**config.mk**
```make
export PLATFORM = sky130hd
export DESIGN_NAME = tri_fill_sequencer
export DESIGN_NICKNAME = d
export VERILOG_FILES = /design/src/rtl/tri_fill_sequencer.sv
export SDC_FILE = /design/constraint.sdc
export NUM_CORES = 1
export LEC_CHECK = 0
export CAP_MARGIN = 15
export CORE_MARGIN = 2
export CORE_UTILIZATION = 43
export DETAILED_ROUTE_END_ITERATION = 12
export MAX_ROUTING_LAYER = met4
export PLACE_DENSITY = 0.74
export RECOVER_POWER = 25
export SLEW_MARGIN = 20
export SYNTH_ARGS = -nofsm -noshare
export SYNTH_HDL_FRONTEND = slang
export SYNTH_SLANG_ARGS = --single-unit
```
**constraint.sdc**
```tcl
create_clock -name clk -period 1.5 [get_ports clk]
set_input_delay 0.15 -clock clk [delete_from_list [all_inputs] [get_ports clk]]
set_output_delay 0.15 -clock clk [all_outputs]
set_load 0.005 [all_outputs]
```
**src/rtl/tri_fill_sequencer.sv**
```systemverilog
// Triangular fill sequencer: after a start request, writes groups 0..N-1 of a packed
// triangular register (group k is k+1 bits wide) one per cycle from a (even) or b (odd).
module tri_fill_sequencer #(
  parameter  int N  = 4,
  localparam int W  = N * (N + 1) / 2,
  localparam int GW = $clog2(N)
) (
  input  logic          clk,
  input  logic          reset,
  input  logic          start,
  input  logic          abort,
  input  logic          a,
  input  logic          b,
  output logic [W-1:0]  o,
  output logic [N-1:0]  filled,
  output logic [GW-1:0] grp_idx,
  output logic          busy,
  output logic          done,
  output logic [1:0]    dbg_state
);

  typedef enum logic [1:0] {
    IDLE = 2'd0,
    LOAD = 2'd1,
    DONE = 2'd2
  } state_t;

  localparam logic [GW-1:0] LAST_GRP = GW'(N - 1);

  state_t        state_q, state_d;
  logic [W-1:0]  o_d;
  logic [N-1:0]  filled_d;
  logic [GW-1:0] grp_d;
  logic          done_d;

  always_ff @(posedge clk) begin
    if (reset) begin
      state_q <= IDLE;
      o       <= '0;
      filled  <= '0;
      grp_idx <= '0;
      done    <= 1'b0;
    end else begin
      state_q <= state_d;
      o       <= o_d;
      filled  <= filled_d;
      grp_idx <= grp_d;
      done    <= done_d;
    end
  end

  // Everything holds by default; only the group selected by grp_idx is written in LOAD.
  always_comb begin
    state_d  = state_q;
    o_d      = o;
    filled_d = filled;
    grp_d    = grp_idx;
    done_d   = 1'b0;
    case (state_q)
      IDLE: begin
        if (start && !abort) begin
          state_d  = LOAD;
          o_d      = '0;
          filled_d = '0;
          grp_d    = '0;
        end
      end
      LOAD: begin
        if (abort) begin
          // Abort wins over this edge's write; partial contents stay visible.
          state_d = IDLE;
          grp_d   = '0;
        end else begin
          for (int k = 0; k < N; k++) begin
            if (grp_idx == GW'(k)) begin
              for (int j = 0; j <= k; j++) begin
                o_d[k * (k + 1) / 2 + j] = (k % 2 == 0) ? a : b;
              end
              filled_d[k] = 1'b1;
            end
          end
          if (grp_idx == LAST_GRP) begin
            state_d = DONE;
            grp_d   = '0;
            done_d  = 1'b1;
          end else begin
            grp_d = grp_idx + GW'(1);
          end
        end
      end
      DONE: begin
        state_d = IDLE;
      end
      default: begin
        state_d = IDLE;
      end
    endcase
  end

  assign busy      = (state_q == LOAD);
  assign dbg_state = state_q;

endmodule

```
# After elaboration in Yosys (flattened, before gate mapping)
# Cells that the tools add are included.
# totals
reg_bits	19
latch_bits	0
ram_bits	0
rom_bits	0
in_bits	6
output_inout_bits	20
elab_cells	59
mem_count	0
# classes
n_addsub	1
multipliers	0
n_div	0
n_lt_le_gt_ge	0
n_eq_ne	11
n_shift	0
muxes	23
bitwise_logic	1
n_reduce_logical	12
# ops
op	n
two-way mux 10 bit	2
case mux 10 bit (2 select lines)	1
AND reduction 4 bit	4
two-way mux 2 bit	7
two-way mux 4 bit	3
!= test 2 x 1 -> 1 bit, second input constant	4
case mux 2 bit (2 select lines)	2
case mux 4 bit (2 select lines)	1
two-way mux 1 bit	6
equality test 2 x 1 -> 1 bit, second input constant	2
equality test 2 bit, second input constant	2
logical NOT 2 bit	2
!= test 2 bit, second input constant	2
AND reduction 2 bit	2
two-way mux 3 bit	1
!= test 3 x 2 -> 1 bit, second input constant	1
OR reduction 3 bit	1
adder 2 x 1 -> 2 bit, second input constant	1
nonzero test 2 bit	1
logical AND 1 bit	1
logical NOT 1 bit	1
inverter 1 bit	1

# Depth between registers and ports, before layout
# Gate-level depths: netlist (run 1).
# depth
ltp_word	4
depth_mapped	5
mapped_depth_nobuf	5

# Least setup slack after synthesis (run 1)
# OpenSTA, ideal clock, no wires.
# synth_timing
kind	reg-to-reg
from	reg grp_idx[0]
to	reg o[8]
arrival_time_ns	1.021
required_time_ns	1.428
slack_ns	0.407
stages_incl_launch_ff	5
n_path_buf	0
path_cell_list	dfxtp_1 ha_1 nand2_1 a21oi_2 mux2i_1
# synth_between
elab_chain_len	3
# synth_lines
item	line	rtl
start: declaration	16	output logic [GW-1:0] grp_idx,
start signal: assignment	47	grp_idx <= grp_d;
equality test 2 bit	75	if (grp_idx == GW'(k)) begin
!= test 2 x 1 -> 1 bit (no line)	--	
AND reduction 4 bit (no line)	--	
end signal: assignment	39	o <= '0;
end signal: assignment	45	o <= o_d;
end: declaration	14	output logic [W-1:0] o,
# Every way passes these cells.
# A chain may end at the register's enable or synchronous reset.

# Final worst setup path (run 1)
# layout_timing
from	reg grp_idx[0]
to	out grp_idx[0]
# No word-level cell between the ends.

==> metrics.yaml, run 1 <==
die:
  die_w_um: 45.5
  dieArea_mm2: 0.00207
  die_y_um: 45.5
  start_util: 0.475
  coreArea_mm2: 0.00156
  rows: 14
  top_level_ports: 26
yosys:
  syn_inst: 76
  ys_types: 26
  avgSynthCellArea_um2: 9.75
  ys_seq_area_frac: 0.351
  synthFlopType: "dfxtp_1"
  synth_fp_nets: 86
  yosys_warnings: 0
  synth_async_sr_flop_share: 0
  synth_edf_count: 0
  yosys_register_bits: 13
  syn_area_um2: 741
grt:
  grt_pass1_vias: 576
  gr-usage-met1: 0.196
  met2_usage: 0.270
  grt.busiest_layer: "met2"
  grt_pass1_wl_mm: 2.48
  use_met3: 0.0675
  overflow: 0
  grt_use_total: 0.171
  antenna_found_initial: 0
  grt_max_degree: 10
clocking:
  clkSinkCount: 13
  cts_tree: "built"
  cts_max_level: 1
  cts_made_buffers: 3
  cts_root_buffer: "clkbuf_4"
  worstSkewPairLatency_ns: 0.28
  hold_buffers: 0
  clk_path_buf_depth: 2
  clkTransAtPathRegs_ns: 0.08
timing:
  setup_tns_ns: 0
  hold_viol: 0
  fin_worst_skew_ns: 0.00160
  slew_headroom: 0.782
  fmax_mhz: 695
  finalMaxSlewViolations: 0
  rsz0062_at_grt: "false"
  period_share: 0.959
  setup_violations: 0
  worst_slew_pin_slew_ns: 0.325
  min_period_ns: 1.44
outcome:
  status: "finished clean"
routing:
  vias_per_cell: 5.14
  ant_nets: 0
  vias: 596
  firstDrtPassIters: 4
  drc_errors: 0
  wl_per_cell_um: 13.3
  drt_iter0_markers: 6
  wirelength_mm: 1.54
critical_path:
  path_buf_inv: 1
  crit_fanout: 7
  reg2reg_to: "filled[2]$_SDFFE_PP0P_"
  slowest_stage: "clkdlybuf4s50_1"
  setup.worst_path.start_class: "flip-flop"
  slowest_delay_ns: 0.56
  cp-end-kind: "output pin"
  path_delay_family: "buffers and inverters"
  arrival_ns: 1.29
  crit_path_cell_trace: "clkdlybuf4s50_1"
  setup.worst_path.class: "flip-flop to output pin"
  r2r-start: "dbg_state[0]$_SDFFE_PP0P_"
  r2r_setup_slack_ns: 0.21
  rr_worst_depth: 4
  worst_ep_required_time_ns: 1.35
power:
  power_per_cell_area_mw_per_mm2: 679
  ir_drop_v: 0.000474
  p_leak_nw: 0.359
finish:
  postLayoutCellArea_um2: 976
  antenna_cells: 0
  area_growth_pct: 31.8
  stdcell_count: 116
  final_core_util: 0.626
  nNetsFinal: 111
  drive_gt1_frac: 0.160
flow_run:
  drv_cap: 0
min_path:
  whs_path_depth: 2
  hold_path.class: "flip-flop to flip-flop"
  worstHoldStart: "o[0]$_SDFFE_PP0P_"
  holdPathEnd: "o[0]$_SDFFE_PP0P_"
placed_design:
  place_area_um2: 968
  gp_congestion: 0.820
  io_buffer_count: 25
  dp_hpwl_mm: 1.23
  dp.cells: 112
==> through the flow <==
stage          power [mW]  hold WS, ns  setup WS (ns)
6_report            0.663        0.477         0.0620
5_1_grt             0.698        0.509         0.0105
4_1_cts             0.681        0.483       0.000559
3_5_place_dp        0.464        0.470         0.0593
3_3_place_gp        0.461        0.464          0.125
2_1_floorplan       0.423        0.311          0.407
==> layout by cell type (no fill, tap or decap), types with 2 or more instances in the layout <==
| cell | instances |
|---|---|
| clkdlybuf4s50_1 | 24 |
| dfxtp_1 | 13 |
| nand2b_1 | 7 |
| nor2_1 | 7 |
| nand2_1 | 5 |
| a21oi_1 | 5 |
| a21oi_2 | 4 |
| mux2i_1 | 4 |
| ha_1 | 4 |
| inv_1 | 3 |
| nor4_2 | 3 |
| clkbuf_4 | 3 |
| buf_4 | 3 |
| nand3b_1 | 2 |
| clkbuf_1 | 2 |
==> cell families after synthesis <==
logic type,after synthesis,share of synthesized area
multiplexers,4,0.0541
AND/OR/NAND/NOR,31,0.302
flip-flops,13,0.351
AO/OA/AOI/OAI,12,0.111
adder cells (fa/ha/maj),4,0.0676
buffers and inverters,12,0.113
==> how the worst max path moves through the flow <==
stage / startpoint / end / depth (start not counted)
final: grp_idx[0]$_SDFFE_PP0P_ / grp_idx[0] / 1
after floorplan: grp_idx[0]$_SDFFE_PP0P_ / o[8]$_SDFFE_PP0P_ / 4
after global routing: grp_idx[0]$_SDFFE_PP0P_ / grp_idx[0] / 1
after CTS: dbg_state[0]$_SDFFE_PP0P_ / busy / 2
after global placement: abort / o[1]$_SDFFE_PP0P_ / 4
after detailed placement: abort / o[8]$_SDFFE_PP0P_ / 4
==> Yosys cell counts, drive strengths merged, types with 2 or more instances <==
cell type   n  share of area
nor2        7          0.046
nor4        3          0.051
mux2i       4          0.054
dfxtp      13           0.35
and4bb      2          0.039
inv         3          0.015
nand2       5          0.025
a21oi       9          0.081
nand3b      2          0.020
buf         9          0.098
nand2b      7          0.069
ha          4          0.068
==> what timing repair did <==
item,in CTS,in global routing
gates resized for setup,0,2
buffers inserted,0,0
endpoints found under the hold margin,0,0
setup endpoints to repair,0,1
==> state kept, by name, indices dropped and copies added, names as in the netlist <==
register and flops:
filled 4, o 4, dbg_state 2, grp_idx 2, done 1
==> cell type report <==
type                            count  area, um^2
Fill cell                         147         583
Tap cell                           16        20.0
Sequential cell                    13         260
Timing Repair Buffer               29         279
Clock buffer                        4        26.3
Inverter                            3        11.3
Multi-Input combinational cell     51         379
==> where the power goes <==
group          internal (mW)  switching [mW]  leakage, nW  total (mW)
clock                  0.103           0.111       0.0150       0.214
sequential             0.349         0.00447        0.105       0.353
combinational         0.0506          0.0446        0.239      0.0952
==> routing by layer <==
metal	up-vias	share of wire	wire length, um
met2	10	0.51	792
met4	0	0.0091	14
met5	-	0	0
met3	4	0.039	60
li1	300	-	-
met1	282	0.44	676
No activity file was read; power rests on OpenSTA's default activity.
==> run 2, diff against run 1 <==
- CTS_CLUSTER_DIAMETER: unset -> 80
==> results of run 2 <==
The final DEF is identical to that of run 1; final timing and power are the same.
==> run 3, diff against run 2 <==
- CORE_UTILIZATION: 43 -> 46
- PLACE_DENSITY: 0.74 -> 0.78
- clock period: 1.5 -> 1.7 ns (I/O delays scaled with it)
==> metrics.yaml, run 3 (synthesized netlist as in run 1, its figures left out) <==
placed_design:
  place_area_um2: 961  # -0.78%
  dp_slack_ns: 0.284  # +0.225 ns
  gp_congestion: 0.764  # -6.8%
  dp_hpwl_mm: 1.12  # -8.6%
  io_buffer_count: 25  # unchanged
routing:
  drc_errors: 0  # unchanged
  drt_iter0_markers: 8  # +2
  vias_per_cell: 5.25  # +2.2%
  ant_nets: 0  # unchanged
  vias: 604  # +1.3%
  firstDrtPassIters: 4  # unchanged
  wl_per_cell_um: 12.8  # -3.6%
  wirelength_mm: 1.48  # -4.5%
power:
  p_int_uw: 445  # -12%
  p_leak_nw: 0.346  # -3.8%
  ir_drop_v: 0.000381  # -20%
  power_per_cell_area_mw_per_mm2: 601  # -12%
  p_switching_uw: 145  # -9.5%
  p_clk_frac: 0.324  # about the same
  p_seq_frac: 0.528  # -0.005
  switching_share: 0.246  # +0.00415
  pwr-share-comb: 0.148  # +0.004
finish:
  drive_gt1_frac: 0.172  # +0.0117
  mostFrequentLayoutCells: "clkdlybuf4s50_1, dfxtp_1, nand2b_1, a21oi_1, nor2_1"
  reg_top3: "filled x4, o x4"
  antenna_cells: 0  # unchanged
  layout_commonest_cell: "clkdlybuf4s50_1"
  final_core_util: 0.651  # +0.0252
  nNetsFinal: 110  # -0.90%
  postLayoutCellArea_um2: 981  # +0.51%
  area_growth_pct: 32.4
critical_path:
  setup.worst_path.class: "flip-flop to output pin"
  crit_fanout: 6  # -1
  cp-end-kind: "output pin"
  worst_ep_required_time_ns: 1.53  # +0.18 ns
  setup.worst_path.start_class: "flip-flop"
  arrival_ns: 1.34  # +0.05 ns
die:
  dieArea_mm2: 0.00195  # -6.0%
  rows: 14  # unchanged
  start_util: 0.492  # +0.0166
  coreArea_mm2: 0.00151  # -3.4%
  die_y_um: 44.1  # -3.0%
  die_w_um: 44.1  # -3.0%
  top_level_ports: 26  # unchanged
timing:
  slew_headroom: 0.774  # -0.00825
  fin_hold_ws_ns: 0.481  # +0.00358 ns
  setup_tns_ns: 0  # unchanged
  fin_worst_skew_ns: 0.00941  # +0.00781 ns
  min_period_ns: 1.51
  setup_violations: 0  # unchanged
  rsz0062_at_grt: "false"
  fmax_mhz: 660
  period_share: 0.891
  worst_slew_pin_slew_ns: 0.338  # +0.0125 ns
  fin_ws_ns: 0.185  # +0.123 ns
  hold_viol: 0  # unchanged
  finalMaxSlewViolations: 0  # unchanged
grt:
  grt_max_degree: 14  # +4
  grt_pass1_wl_mm: 2.49  # +0.52%
  grt_pass1_vias: 580  # +0.69%
  grt_use_total: 0.182  # +0.0108
  antenna_found_initial: 0  # unchanged
  overflow: 0  # unchanged
clocking:
  cts_root_buffer: "clkbuf_4"
  post_cts_buffers: 0  # unchanged
  clkSinkCount: 13  # unchanged
  cts_tree: "built"
  hold_buffers: 0  # unchanged
  cts_resized: 0  # unchanged
  worstSkewPairLatency_ns: 0.28  # about the same
  cts_max_level: 1  # unchanged
  clkTransAtPathRegs_ns: 0.08  # about the same
  cts_made_buffers: 3  # unchanged
  clk_path_buf_depth: 2  # unchanged
outcome:
  status: "finished clean"
min_path:
  hold_path.class: "flip-flop to flip-flop"
flow_run:
  drv_cap: 0  # unchanged
-- run 3: changes by cell type in the layout (fill, tap and decap cells not counted) --
cell / change
nand2b_4: +1
nor2_1: -1
clkbuf_1: -1
dlymetal6s2s_1: -1
dlygate4sd3_1: +1
a21oi_1: +1
nor2_4: +1
nand2b_1: -1
a21oi_2: -1
-- run 3: area by class of cell --
class                      count  area [um^2]
inverter                       3         11.3
timing repair buffer          28          273
clock buffer                   4         26.3
tap                           16         20.0
sequential                    13          260
fill                         120          526
multi-input combinational     51          390
-- run 3: routing by layer --
layer / vias to the layer above / GRT usage / part of all wire
met5: - / - / 0
met4: 0 / 0.0727 / 0.012
met3: 2 / 0.0653 / 0.048
met2: 16 / 0.279 / 0.48
met1: 288 / 0.217 / 0.46
li1: 298 / - / -
-- run 3: critical path, cell delays in order, from the launching register on --
cell and delay [ns]:
dfxtp_1 0.37, nor2b_1 0.17, clkdlybuf4s50_1 0.52
-- run 3: power groups by stage --
| stage | clock network [mW] | registers [mW] | logic [mW] |
|---|---|---|---|
| 2_1_floorplan | 0 | 0.319 | 0.0547 |
| 3_3_place_gp | 0 | 0.318 | 0.0873 |
| 3_5_place_dp | 0 | 0.319 | 0.0889 |
| 4_1_cts | 0.196 | 0.311 | 0.0895 |
| 5_1_grt | 0.211 | 0.312 | 0.0948 |
| 6_report | 0.191 | 0.311 | 0.0875 |
-- run 3: path summary, 6_finish.rpt --
check / start / endpoint / slack, ns / cells past startpoint
setup / recovery: dbg_state[1]$_SDFFE_PP0P_ / busy / 0.19 / 2
hold / removal: o[0]$_SDFFE_PP0P_ / o[0]$_SDFFE_PP0P_ / 0.48 / 2
setup reg to reg: grp_idx[0]$_SDFFE_PP0P_ / o[8]$_SDFFE_PP0P_ / 0.44 / 4
hold reg to reg: o[0]$_SDFFE_PP0P_ / o[0]$_SDFFE_PP0P_ / 0.48 / 2
-- run 3: metrics by stage --
| step | cells | power [mW] |
|---|---|---|
| 2_1_floorplan | 76 | 0.374 |
| 3_3_place_gp | 111 | 0.406 |
| 3_5_place_dp | 111 | 0.408 |
| 4_1_cts | 115 | 0.597 |
| 5_1_grt | 115 | 0.618 |
| 6_report | 115 | 0.590 |
